### src/rtl/semaforo_multi.sv
// Round-robin traffic-light controller for N_WAYS ways with a latched pedestrian request and walk phase.
// Optional night blink mode (adds the noite input) is enabled by defining SEMAFORO_NOITE_EN.
module semaforo_multi #(
    parameter int N_WAYS      = 2,
    parameter int CNT_W       = 8,
    parameter int T_VERDE     = 4,
    parameter int T_MIN_VERDE = 2,
    parameter int T_AMARELO   = 2,
    parameter int T_LIMPEZA   = 1,
    parameter int T_PEDESTRE  = 3
) (
    input  logic                clk,
    input  logic                rst,
    input  logic                bt,
`ifdef SEMAFORO_NOITE_EN
    input  logic                noite,
`endif
    output logic [3*N_WAYS-1:0] L,
    output logic                walk,
    output logic                bt_pend
);

    localparam int WW = (N_WAYS > 1) ? $clog2(N_WAYS) : 1;

    localparam logic [CNT_W-1:0] FIM_VERDE    = CNT_W'(T_VERDE - 1);
    localparam logic [CNT_W-1:0] MIN_VERDE    = CNT_W'(T_MIN_VERDE - 1);
    localparam logic [CNT_W-1:0] FIM_AMARELO  = CNT_W'(T_AMARELO - 1);
    localparam logic [CNT_W-1:0] FIM_PEDESTRE = CNT_W'(T_PEDESTRE - 1);
    localparam logic [CNT_W-1:0] FIM_LIMPEZA  = CNT_W'((T_LIMPEZA > 0) ? T_LIMPEZA - 1 : 0);

    typedef enum logic [1:0] {
        VERDE    = 2'd0,
        AMARELO  = 2'd1,
        PEDESTRE = 2'd2,
        LIMPEZA  = 2'd3
    } fase_t;

    fase_t             fase_q, fase_d;
    logic [WW-1:0]     w_q, w_d, w_prox;
    logic [CNT_W-1:0]  cnt_q, cnt_d;
    logic              pend_q, pend_d;
    logic              muda;

`ifdef SEMAFORO_NOITE_EN
    localparam logic [CNT_W:0] FIM_PISCA  = (CNT_W+1)'(2*T_AMARELO - 1);
    localparam logic [CNT_W:0] MEIO_PISCA = (CNT_W+1)'(T_AMARELO);

    logic             noite_q;
    logic [CNT_W:0]   pisca_q;
    logic             pisca_on;

    always_ff @(posedge clk or negedge rst) begin
        if (!rst) begin
            noite_q <= 1'b0;
            pisca_q <= '0;
        end else begin
            noite_q <= noite;
            pisca_q <= (pisca_q == FIM_PISCA) ? '0 : pisca_q + 1'b1;
        end
    end

    assign pisca_on = (pisca_q >= MEIO_PISCA);
`endif

    always_ff @(posedge clk or negedge rst) begin
        if (!rst) begin
            fase_q <= VERDE;
            w_q    <= '0;
            cnt_q  <= '0;
            pend_q <= 1'b0;
        end else begin
            fase_q <= fase_d;
            w_q    <= w_d;
            cnt_q  <= cnt_d;
            pend_q <= pend_d;
        end
    end

    assign w_prox = (w_q == WW'(N_WAYS - 1)) ? '0 : w_q + 1'b1;

    always_comb begin
        fase_d = fase_q;
        w_d    = w_q;
        muda   = 1'b0;
        case (fase_q)
            VERDE: begin
                // A pending request may cut green only after the minimum green time.
                if ((cnt_q == FIM_VERDE) || (pend_q && (cnt_q >= MIN_VERDE))) begin
                    fase_d = AMARELO;
                    muda   = 1'b1;
                end
            end
            AMARELO: begin
                if (cnt_q == FIM_AMARELO) begin
                    muda = 1'b1;
                    if (pend_q) begin
                        fase_d = PEDESTRE;
                    end else if (T_LIMPEZA > 0) begin
                        fase_d = LIMPEZA;
                    end else begin
                        fase_d = VERDE;
                        w_d    = w_prox;
                    end
                end
            end
            PEDESTRE: begin
                if (cnt_q == FIM_PEDESTRE) begin
                    muda = 1'b1;
                    if (T_LIMPEZA > 0) begin
                        fase_d = LIMPEZA;
                    end else begin
                        fase_d = VERDE;
                        w_d    = w_prox;
                    end
                end
            end
            default: begin
                if (cnt_q == FIM_LIMPEZA) begin
                    muda   = 1'b1;
                    fase_d = VERDE;
                    w_d    = w_prox;
                end
            end
        endcase

        cnt_d = muda ? '0 : cnt_q + 1'b1;

        // Entering the walk phase consumes the request, even if bt is high on that edge.
        if (muda && (fase_d == PEDESTRE)) begin
            pend_d = 1'b0;
        end else if (bt && (fase_q != PEDESTRE)) begin
            pend_d = 1'b1;
        end else begin
            pend_d = pend_q;
        end

`ifdef SEMAFORO_NOITE_EN
        // Held at VERDE(0) through night mode and its trailing edge so day resumes with a full green.
        if (noite || noite_q) begin
            fase_d = VERDE;
            w_d    = '0;
            cnt_d  = '0;
            pend_d = 1'b0;
        end
`endif
    end

    always_comb begin
        L    = '0;
        walk = (fase_q == PEDESTRE);
        for (int k = 0; k < N_WAYS; k++) begin
            L[3*k +: 3] = 3'b100;
            if (WW'(k) == w_q) begin
                if (fase_q == VERDE) begin
                    L[3*k +: 3] = 3'b001;
                end else if (fase_q == AMARELO) begin
                    L[3*k +: 3] = 3'b010;
                end
            end
`ifdef SEMAFORO_NOITE_EN
            if (noite_q) begin
                L[3*k +: 3] = pisca_on ? 3'b010 : 3'b100;
            end
`endif
        end
`ifdef SEMAFORO_NOITE_EN
        if (noite_q) begin
            walk = 1'b0;
        end
`endif
    end

    assign bt_pend = pend_q;

endmodule
### config.mk
export PLATFORM = sky130hd
export DESIGN_NAME = semaforo_multi
export DESIGN_NICKNAME = d
export VERILOG_FILES = /design/src/rtl/semaforo_multi.sv
export SDC_FILE = /design/constraint.sdc
export NUM_CORES = 1
export LEC_CHECK = 0
export ABC_AREA = 0
export ABC_CLOCK_PERIOD_IN_PS = 1500
export BUFFER_PORTS_ARGS = -buffer_cell sky130_fd_sc_hd__buf_2
export CELL_PAD_IN_SITES_DETAIL_PLACEMENT = 0
export CELL_PAD_IN_SITES_GLOBAL_PLACEMENT = 1
export CORE_MARGIN = 2
export CORE_UTILIZATION = 38
export DETAILED_ROUTE_END_ITERATION = 6
export HOLD_SLACK_MARGIN = 0.03
export PLACE_DENSITY = 0.82
export SLEW_MARGIN = 40
export SYNTH_ARGS = -nofsm -noshare
export SYNTH_HDL_FRONTEND = slang
export SYNTH_SLANG_ARGS = --single-unit
### constraint.sdc
create_clock -name clk -period 1.5 [get_ports clk]
set_input_delay 0.3 -clock clk [delete_from_list [all_inputs] [get_ports clk]]
set_output_delay 0.3 -clock clk [all_outputs]
set_load 0.03 [all_outputs]
After elaboration in Yosys (flattened, before gate mapping)
Index checks and enable logic that the tools add are counted.
{"block": "word_totals", "reg_bits": 12, "in_bits": 3, "output_inout_bits": 8, "elab_cells": 43}
{"block": "op_classes", "addsub": 2, "order_cmp": 1, "n_eq_ne": 7, "n_mux": 19, "n_bitwise": 1, "n_reduce_logical": 9}
{"op": "equality test 8 x 2 -> 1 bit (second input constant)", "count": 2}
{"op": "two-way mux 3 bit", "count": 4}
{"op": "adder 8 x 1 -> 8 bit (second input constant)", "count": 1}
{"op": "equality test 8 x 1 -> 1 bit (second input constant)", "count": 1}
{"op": ">= comparator 8 x 1 -> 1 bit (second input constant)", "count": 1}
{"op": "logical NOT 8 bit", "count": 1}
{"op": "two-way mux 1 bit", "count": 8}
{"op": "two-way mux 2 bit", "count": 4}
{"op": "two-way mux 8 bit", "count": 1}
{"op": "one-hot mux 2 bit (3 select lines)", "count": 1}
{"op": "equality test 2 bit (second input constant)", "count": 2}
{"op": "logical AND 1 bit", "count": 3}
{"op": "one-hot mux 1 bit (3 select lines)", "count": 1}
{"op": "OR reduction 3 bit", "count": 1}
{"op": "equality test 2 x 1 -> 1 bit (second input constant)", "count": 1}
{"op": "logical NOT 2 bit", "count": 1}
{"op": "!= test 2 bit (second input constant)", "count": 1}
{"op": "AND reduction 2 bit", "count": 1}
{"op": "nonzero test 2 bit", "count": 1}
{"op": "adder 1 bit (second input constant)", "count": 1}
{"op": "logical OR 1 bit", "count": 1}
{"op": "inverter 1 bit", "count": 1}

Logic depth before layout (Yosys ltp)
Gate-level depths: netlist (run 1).
{"block": "logic_depth", "ltp_word": 8, "ltp_mapped": 6, "depth_no_buf": 6}

Least setup slack after synthesis (run 1)
No wires, ideal clock.
{"block": "synth_path", "kind": "reg-to-output", "from": "register fase_q[1]", "to": "output L[0]", "t_arrival_ps": 1372, "required_time_ps": 1200, "setup_slack_ps": -172, "path_stages_with_launch": 4, "n_path_buf": 1, "cell_sequence": "dfrtp_1 > buf_6 > or2_2 > nor2_1"}
{"block": "synth_between", "elab_chain_len": 3}
{"element": "from (decl)", "line": "38", "rtl": "fase_t fase_q, fase_d;"}
{"element": "from (signal assigned)", "line": "72", "rtl": "fase_q <= fase_d;"}
{"element": "logical NOT 2 bit", "line": "154", "rtl": "if (fase_q == VERDE) begin"}
{"element": "two-way mux 3 bit", "line": "154"}
{"element": "two-way mux 3 bit", "line": "153", "rtl": "if (WW'(k) == w_q) begin"}
{"element": "to (decl)", "line": "18", "rtl": "output logic [3*N_WAYS-1:0] L,"}
No other way between the ends.

Worst setup path in the final report (run 1)
{"block": "layout_path", "from": "register cnt_q[3]", "to": "register fase_q[1]"}
{"block": "layout_between", "elab_chain_len": 5, "word_cells_on_any_way": 12, "classes_between": "order compare: 1; eq/ne: 3; mux: 5; reduce/logical: 3"}
{"element": "from (decl)", "line": "40", "rtl": "logic [CNT_W-1:0] cnt_q, cnt_d;"}
{"element": "from (signal assigned)", "line": "74", "rtl": "cnt_q <= cnt_d;"}
{"element": ">= comparator 8 x 1 -> 1 bit", "line": "88", "rtl": "if ((cnt_q == FIM_VERDE) || (pend_q && (cnt_q >= MIN_VERDE))) begin"}
{"element": "logical AND 1 bit", "line": "88"}
{"element": "logical OR 1 bit", "line": "88"}
{"element": "two-way mux 2 bit", "line": "88"}
{"element": "one-hot mux 2 bit (3 select lines) (*)", "line": "85", "rtl": "case (fase_q)"}
{"element": "via fase_d[1]", "line": "38"}
Mark *: on every way through the listed nets, which the timed path passes. The rest lies on a longest branch.
A chain may end at the register's enable or synchronous reset.

==> results by group, run 1 <==
Place
  – Placed inst area: 1090 um^2
  – Placement Setup Slack: -0.188 ns
  – RePlAce Congestion: 0.837
  – Final HPWL DP: 1510 um
  – Cells after DPL: about 140
  – I/O Buffers: 10

Synth
  – Ys Warns: 0
  – Area leader, netlist: dfrtp_1
  – Synth Instances: 84
  – #FFs+latches synth: 12
  – Dominant synthesized flop cell: dfrtp_1
  – FFs w/ async S/R, synth: 100%
  – Most common cell in the synthesized netlist: nor2_1
  – Post-Syn Nets: 92
  – Area share of the largest cell type after synthesis: 36.4%
  – Netlist cell types: 32
  – Mapped cell area: 825 um^2
  – Synth area leaders: dfrtp_1 (36%), ha_1 (7.6%), nor2_1 (6.4%)
  – Post-synth EDFFs: 0
  – Post-synth top cells: nor2_1 (14), dfrtp_1 (12), ha_1 (5), nand2_1 (5)
  – Synth Area per Inst: 9.82 um^2
  – Sequential area share after synthesis: approximately 36%

Route
  – # DRC: 0
  – Met3 WL post-DR: around 85 um
  – Routed wl met2: 1150 um
  – DR iter-0 viols: 8
  – Vias per inst: 5.16
  – Drt wl/cell: 13.6 um
  – Vias post-DR: 784
  – Final ANT Viol Nets: 0
  – M1 wire length: ~790 um
  – WL final: 2070 um
  – Drt first pass iters: 4
  – Top routing layer in use: met4

Clock network
  – CTS buffer count: 3
  – Worst skew pair latency: ~0.27 ns
  – CTS tree: done
  – Root Driver: clkbuf_4
  – Bufs on Longest Clock Path: 2
  – CTS sink count: 12
  – H-tree depth: 1
  – Clock transition at path regs: 0.07 ns

Outcome
  – Status: finished with violations
  – Violated checks: setup timing

Die
  – Die X: 50.6 um
  – Die area: approximately 2600 um^2
  – Starting density of the core: about 40%
  – # rows: 16
  – I/O pins: 11
  – Die Ht: about 51 um
  – CORE AREA: 2000 um^2

Timing
  – Final hold violations: 0
  – RSZ-0062 raised after global routing: true
  – Slew Limit Fails: 0
  – Final Setup Violations: 12
  – Slew headroom: 79.1%
  – Min Hold Slack: roughly 0.42 ns
  – Clock Skews: 0.000926 ns
  – Final Cycle Share: 112%
  – Fin crit period: 1.69 ns
  – Worst-Margin Slew: 0.312 ns
  – Fin worst setup slack: -0.187 ns
  – Upper clock frequency limit: 0.593 GHz
  – Final setup TNS: -1.83 ns

Min path
  – Min-delay worst type: input port to async pin

Final layout
  – Final nets: 134
  – Design area: approximately 1300 um^2
  – Multi-input gate area: around 590 um^2
  – Ant diodes: 0
  – Register area: 303 um^2
  – Post-route insts no fill: 152
  – Fill cell count: 181
  – Share of layout cells above drive strength 1: 56.8%
  – Final Core Density: 64.2%
  – Area grow syn2layout: 55.8%

Setup path
  – Startpoint Class: flip-flop
  – Type of the worst setup path: flip-flop to flip-flop
  – Worst Setup End Kind: flip-flop
  – WP data required: 1.66 ns
  – Max FO, Critical Path: 6
  – WP data arrival: 1.85 ns

GRT
  – Pin count of the biggest net entering global routing: 13
  – First-pass GRT wire length: 3620 um
  – Antenna violations before repair: 0
  – Vias in the first global route: between 800 and 900
  – GR Util All Layers: ~18%
  – Total grt overflow: 0

Power and ir drop
  – Worst VDD drop: 0.00137 V
  – Leakage: 0.589 nW
  – Final Power: 2.90 mW
  – Pwr per Cell Area: 2260 nW/um^2

Flow run
  – Max_cap viols: 0
==> power breakdown <==
part / switching (mW) / leakage [nW] / total [mW] / internal [mW]
registers: 0.0780 / 0.151 / 0.504 / 0.426
logic: 1.12 / 0.417 / 2.15 / 1.03
clock network: 0.103 / 0.0210 / 0.250 / 0.147
total: 1.30 / 0.589 / 2.90 / 1.60
==> layer usage <==
metal / global-route usage (%) / up-vias
li1: - / 380
met1: 19.4 / 379
met2: 35.3 / 21
met3: 4.76 / 4
met4: 4.95 / 0
met5: 0 / -
==> path summary, 6_finish.rpt <==
check | startpoint | to | slack, ns | cells after the start
worst max-delay path | cnt_q[3] | fase_q[1] | -0.19 | 4
worst min-delay path | rst | bt_pend | 0.42 | 2
worst max register to register | cnt_q[3] | fase_q[1] | -0.19 | 4
worst min register to register | w_q | w_q | 0.59 | 2
max in group asynchronous | rst | fase_q[0] | 0.85 | 2
min in group clk | bt | bt_pend | 0.45 | 4
==> kinds of logic (layout without fill, tap and decap cells) <==
kind of cell	Yosys count	count (layout)	synth area share, %
simple gates	39	39	26.3
mux	1	1	1.37
fa+ha+maj	5	5	7.59
flops	12	12	36.4
buf+inv	6	47	4.55
compound gates	14	14	16.4
xor+xnor	7	7	7.44
==> state kept, by name (all words and copies together) (netlist names) <==
signal	flops
fase_q	2
w_q	1
cnt_q	8
bt_pend	1
==> placed cells by master, fill, tap and decap left out, drive strengths merged, types with 2 or more instances in the layout <==
master and instances:
buf 38, nand2 5, nor2 14, xnor2 3, inv 4, a22o 2
and2 2, o211ai 2, nor3b 2, clkbuf 4, dfrtp 12, nand4 2
a32oi 2, nand3 3, nor2b 3, nand2b 2, and3 2, xor2 4
ha 5
==> final cells by class <==
class | instances | area share (%)
clock buffers | 4 | 2.82
flip-flops and latches | 12 | 23.6
multi-input cells | 66 | 45.8
well taps | 27 | 2.63
inverters | 4 | 1.17
repair buffers | 39 | 24.1
==> critical path: stages, from the launching register on <==
cell and delay, ns:
dfrtp_1 0.40, or4_4 0.58, nor3_4 0.24, nand3_1 0.12, a22o_1 0.24
==> timing repair <==
item | in CTS | in global routing
buffers inserted | 3 | 3
pin swaps | 5 | 1
resized for setup | 27 | 7
endpoints found under the hold margin | 12 | 0
hold buffers | 1 | 0
setup endpoints to repair | 19 | 18
Note: power is estimated with default switching activity, not from simulation.
==> inputs of run 2 (changes only) <==
- CORE_ASPECT_RATIO: unset -> 1.25
==> run 2 against run 1 <==
The run still ends with setup timing left. Sequential power is 3% higher. Clock power is 8.0% higher. Maximum frequency is 2.2% higher. First-iteration DRC count is 13% lower. Power is 0.12% higher. Core utilization is 0.77 points lower. Flip-flop and latch count stayed put. Worst hold slack worse by 0.026 ns. Register-to-register slack better by 0.04 ns. Die area hardly changed. Critical path depth is 4 higher. Largest cell class unchanged. Highest routed layer unchanged.
==> results by group, run 2 (synthesis gave the netlist of run 1 again) <==
Flow run
  – Max_cap viols: 0 (unchanged)

Timing
  – Final Cycle Share: 110% (-2.4 points)
  – Fin crit period: 1.65 ns (-0.0367 ns)
  – Fin worst setup slack: -0.150 ns (+0.0367 ns)
  – RSZ-0062 raised after global routing: true
  – Slew Limit Fails: 0 (unchanged)
  – Slew headroom: 78.8% (-0.26 points)
  – Upper clock frequency limit: 0.606 GHz (+2.2%)
  – Final Setup Violations: 15 (+3)
  – Min Hold Slack: 0.398 ns (-0.0261 ns)
  – Clock Skews: 0.00309 ns (+0.00217 ns)
  – Final hold violations: 0 (unchanged)
  – Worst-Margin Slew: 0.317 ns (+0.00503 ns)

Setup path
  – Top delay family on crit path: compound AO/OA/AOI/OAI gates
  – Startpoint Class: flip-flop
  – Worst Setup End Kind: flip-flop
  – Slowest cell delay on critical path: 0.42 ns (-0.16 ns)
  – Reg2Reg Capture Point: cnt_q[1]
  – Max FO, Critical Path: 8 (+2)
  – R2R Path Start: cnt_q[0]
  – Crit path buffers/inverters: 3 (+3)
  – Slowest CP cell: dfrtp_1
  – Type of the worst setup path: flip-flop to flip-flop
  – CP Cell Sequence: inv_1 > buf_4 > ha_1 > nand2b_1 > a22oi_1 > a32oi_2 > buf_6 > nor2b_1
  – WP data arrival: 1.87 ns (+0.02 ns)
  – Worst R2R Path Depth: 8 (+4)
  – R2r setup slk: -0.15 ns (+0.04 ns)
  – WP data required: 1.72 ns (+0.06 ns)

Die
  – I/O pins: 11 (unchanged)
  – # rows: 18 (+2)
  – Die area: 2560 um^2 (about the same)
  – Die X: 45.7 um (-9.7%)
  – CORE AREA: 2000 um^2 (+0.12%)
  – Starting density of the core: 41.1% (-0.051 points)
  – Die Ht: 56.1 um (+11%)

Route
  – Vias post-DR: 752 (-4.1%)
  – Drt first pass iters: 4 (unchanged)
  – DR iter-0 viols: 7 (-1)
  – # DRC: 0 (unchanged)
  – WL final: 2060 um (-0.44%)
  – Drt wl/cell: 14.0 um (+3.0%)
  – Final ANT Viol Nets: 0 (unchanged)
  – Vias per inst: 5.12 (-0.82%)

Final layout
  – Top reg by flops: cnt_q
  – Biggest registers after layout: cnt_q: 8 flops, fase_q: 2 flops
  – Max reg flops: 8 (unchanged)
  – Ant diodes: 0 (unchanged)
  – Area grow syn2layout: 54.2%
  – Final nets: 136 (+1.5%)
  – Fill cell count: 167 (-7.7%)
  – Design area: 1270 um^2 (-1.1%)
  – Multi-input gate area: 573 um^2 (-2.6%)
  – Most frequent cells in the layout: buf_4 (30), dfrtp_1 (10), nor2_1 (8)
  – Share of layout cells above drive strength 1: 55.1% (-1.7 points)
  – Register area: 303 um^2 (unchanged)
  – Most common cell after layout, fill and taps aside: buf_4

Place
  – Placed inst area: 1070 um^2 (-1.5%)
  – I/O Buffers: 10 (unchanged)
  – RePlAce Congestion: 0.802 (-4.2%)
  – Final HPWL DP: 1390 um (-7.8%)

Clock network
  – Root Driver: clkbuf_4
  – H-tree depth: 1 (unchanged)
  – Worst skew pair latency: 0.28 ns (about the same)
  – CTS tree: done
  – Clock transition at path regs: 0.08 ns (about the same)
  – CTS sink count: 12 (unchanged)
  – Bufs on Longest Clock Path: 2 (unchanged)
  – CTS buffer count: 3 (unchanged)

Power and ir drop
  – Leakage: 0.597 nW (+1.4%)
  – Final Power: 2.91 mW (+0.12%)
  – Pwr per Cell Area: 2290 nW/um^2 (+1.2%)
  – Worst VDD drop: 0.00131 V (-4.3%)

Outcome
  – Status: finished with violations
  – Violated checks: setup timing

Min path
  – Hold Crit Depth: 4
  – Hold Crit Start: bt
  – Min-delay worst type: input port to flip-flop
  – Worst Hold End: bt_pend

GRT
  – Total grt overflow: 0 (unchanged)
  – First-pass GRT wire length: 3450 um (-4.7%)
  – Vias in the first global route: 773 (-5.7%)
  – Pin count of the biggest net entering global routing: 13 (unchanged)
  – GR Util All Layers: 18.0% (-0.35 points)
  – Antenna violations before repair: 0 (unchanged)
-- run 2: cell types whose count changed in the layout (fill, tap and decap cells not counted), sizes merged --
cell / previous run / this run
buf: 38 / 40
-- run 2: how the worst max path moves through the flow --
stage | from | slack, ns | endpoint | depth (start not counted)
floorplan | cnt_q[7] | -0.12 | fase_q[1] | 4
detailed placement | cnt_q[7] | -0.15 | cnt_q[1] | 5
finish | cnt_q[0] | -0.15 | cnt_q[1] | 8
global placement | cnt_q[7] | -0.12 | cnt_q[1] | 5
CTS | cnt_q[3] | -0.14 | fase_q[1] | 4
global route | cnt_q[0] | -0.26 | cnt_q[6] | 8
-- run 2: final cells by class --
| cell class | count | area share, % |
|---|---|---|
| repair buffers | 41 | 24.9 |
| multi-input cells | 66 | 45.1 |
| clock buffers | 4 | 2.85 |
| flip-flops and latches | 12 | 23.8 |
| inverters | 4 | 1.38 |
| well taps | 20 | 1.97 |
-- run 2: routing by layer --
metal,wire (um),part of all wire (%),track usage [%]
met2,1160,56,32.0
met1,824,40,21.4
met3,49,2.4,1.95
met4,21,1.0,5.46
met5,0,0,0
-- run 2: report_power, final --
part	leakage (nW)	internal, mW	switching (mW)
registers	0.151	0.426	0.0916
logic	0.426	1.06	1.06
clock network	0.0210	0.148	0.122
total	0.597	1.64	1.27
-- run 2: repair_timing --
action	4_1_cts	5_1_grt
setup endpoints to repair	19	18
pin swaps	4	3
setup buffers	6	2
gates resized for setup	18	11
hold buffers	1	0
hold endpoints to repair	12	0
-- run 2: per-stage QoR --
step / setup TNS [ns] / utilization [%] / setup slack (ns) / cells
5_1_grt: -2.85 / 63.4 / -0.257 / 147
3_3_place_gp: -1.17 / 53.6 / -0.117 / 134
3_5_place_dp: -1.44 / 53.6 / -0.151 / 134
4_1_cts: -1.21 / 61.0 / -0.139 / 145
2_1_floorplan: -0.861 / - / -0.116 / 84
6_report: -1.53 / 63.4 / -0.150 / 147
-- run 2: tightest hold or removal path: stages --
cell	delay, ns
buf_2	0.09
nor2b_1	0.12
nor2_1	0.08
a41oi_1	0.05
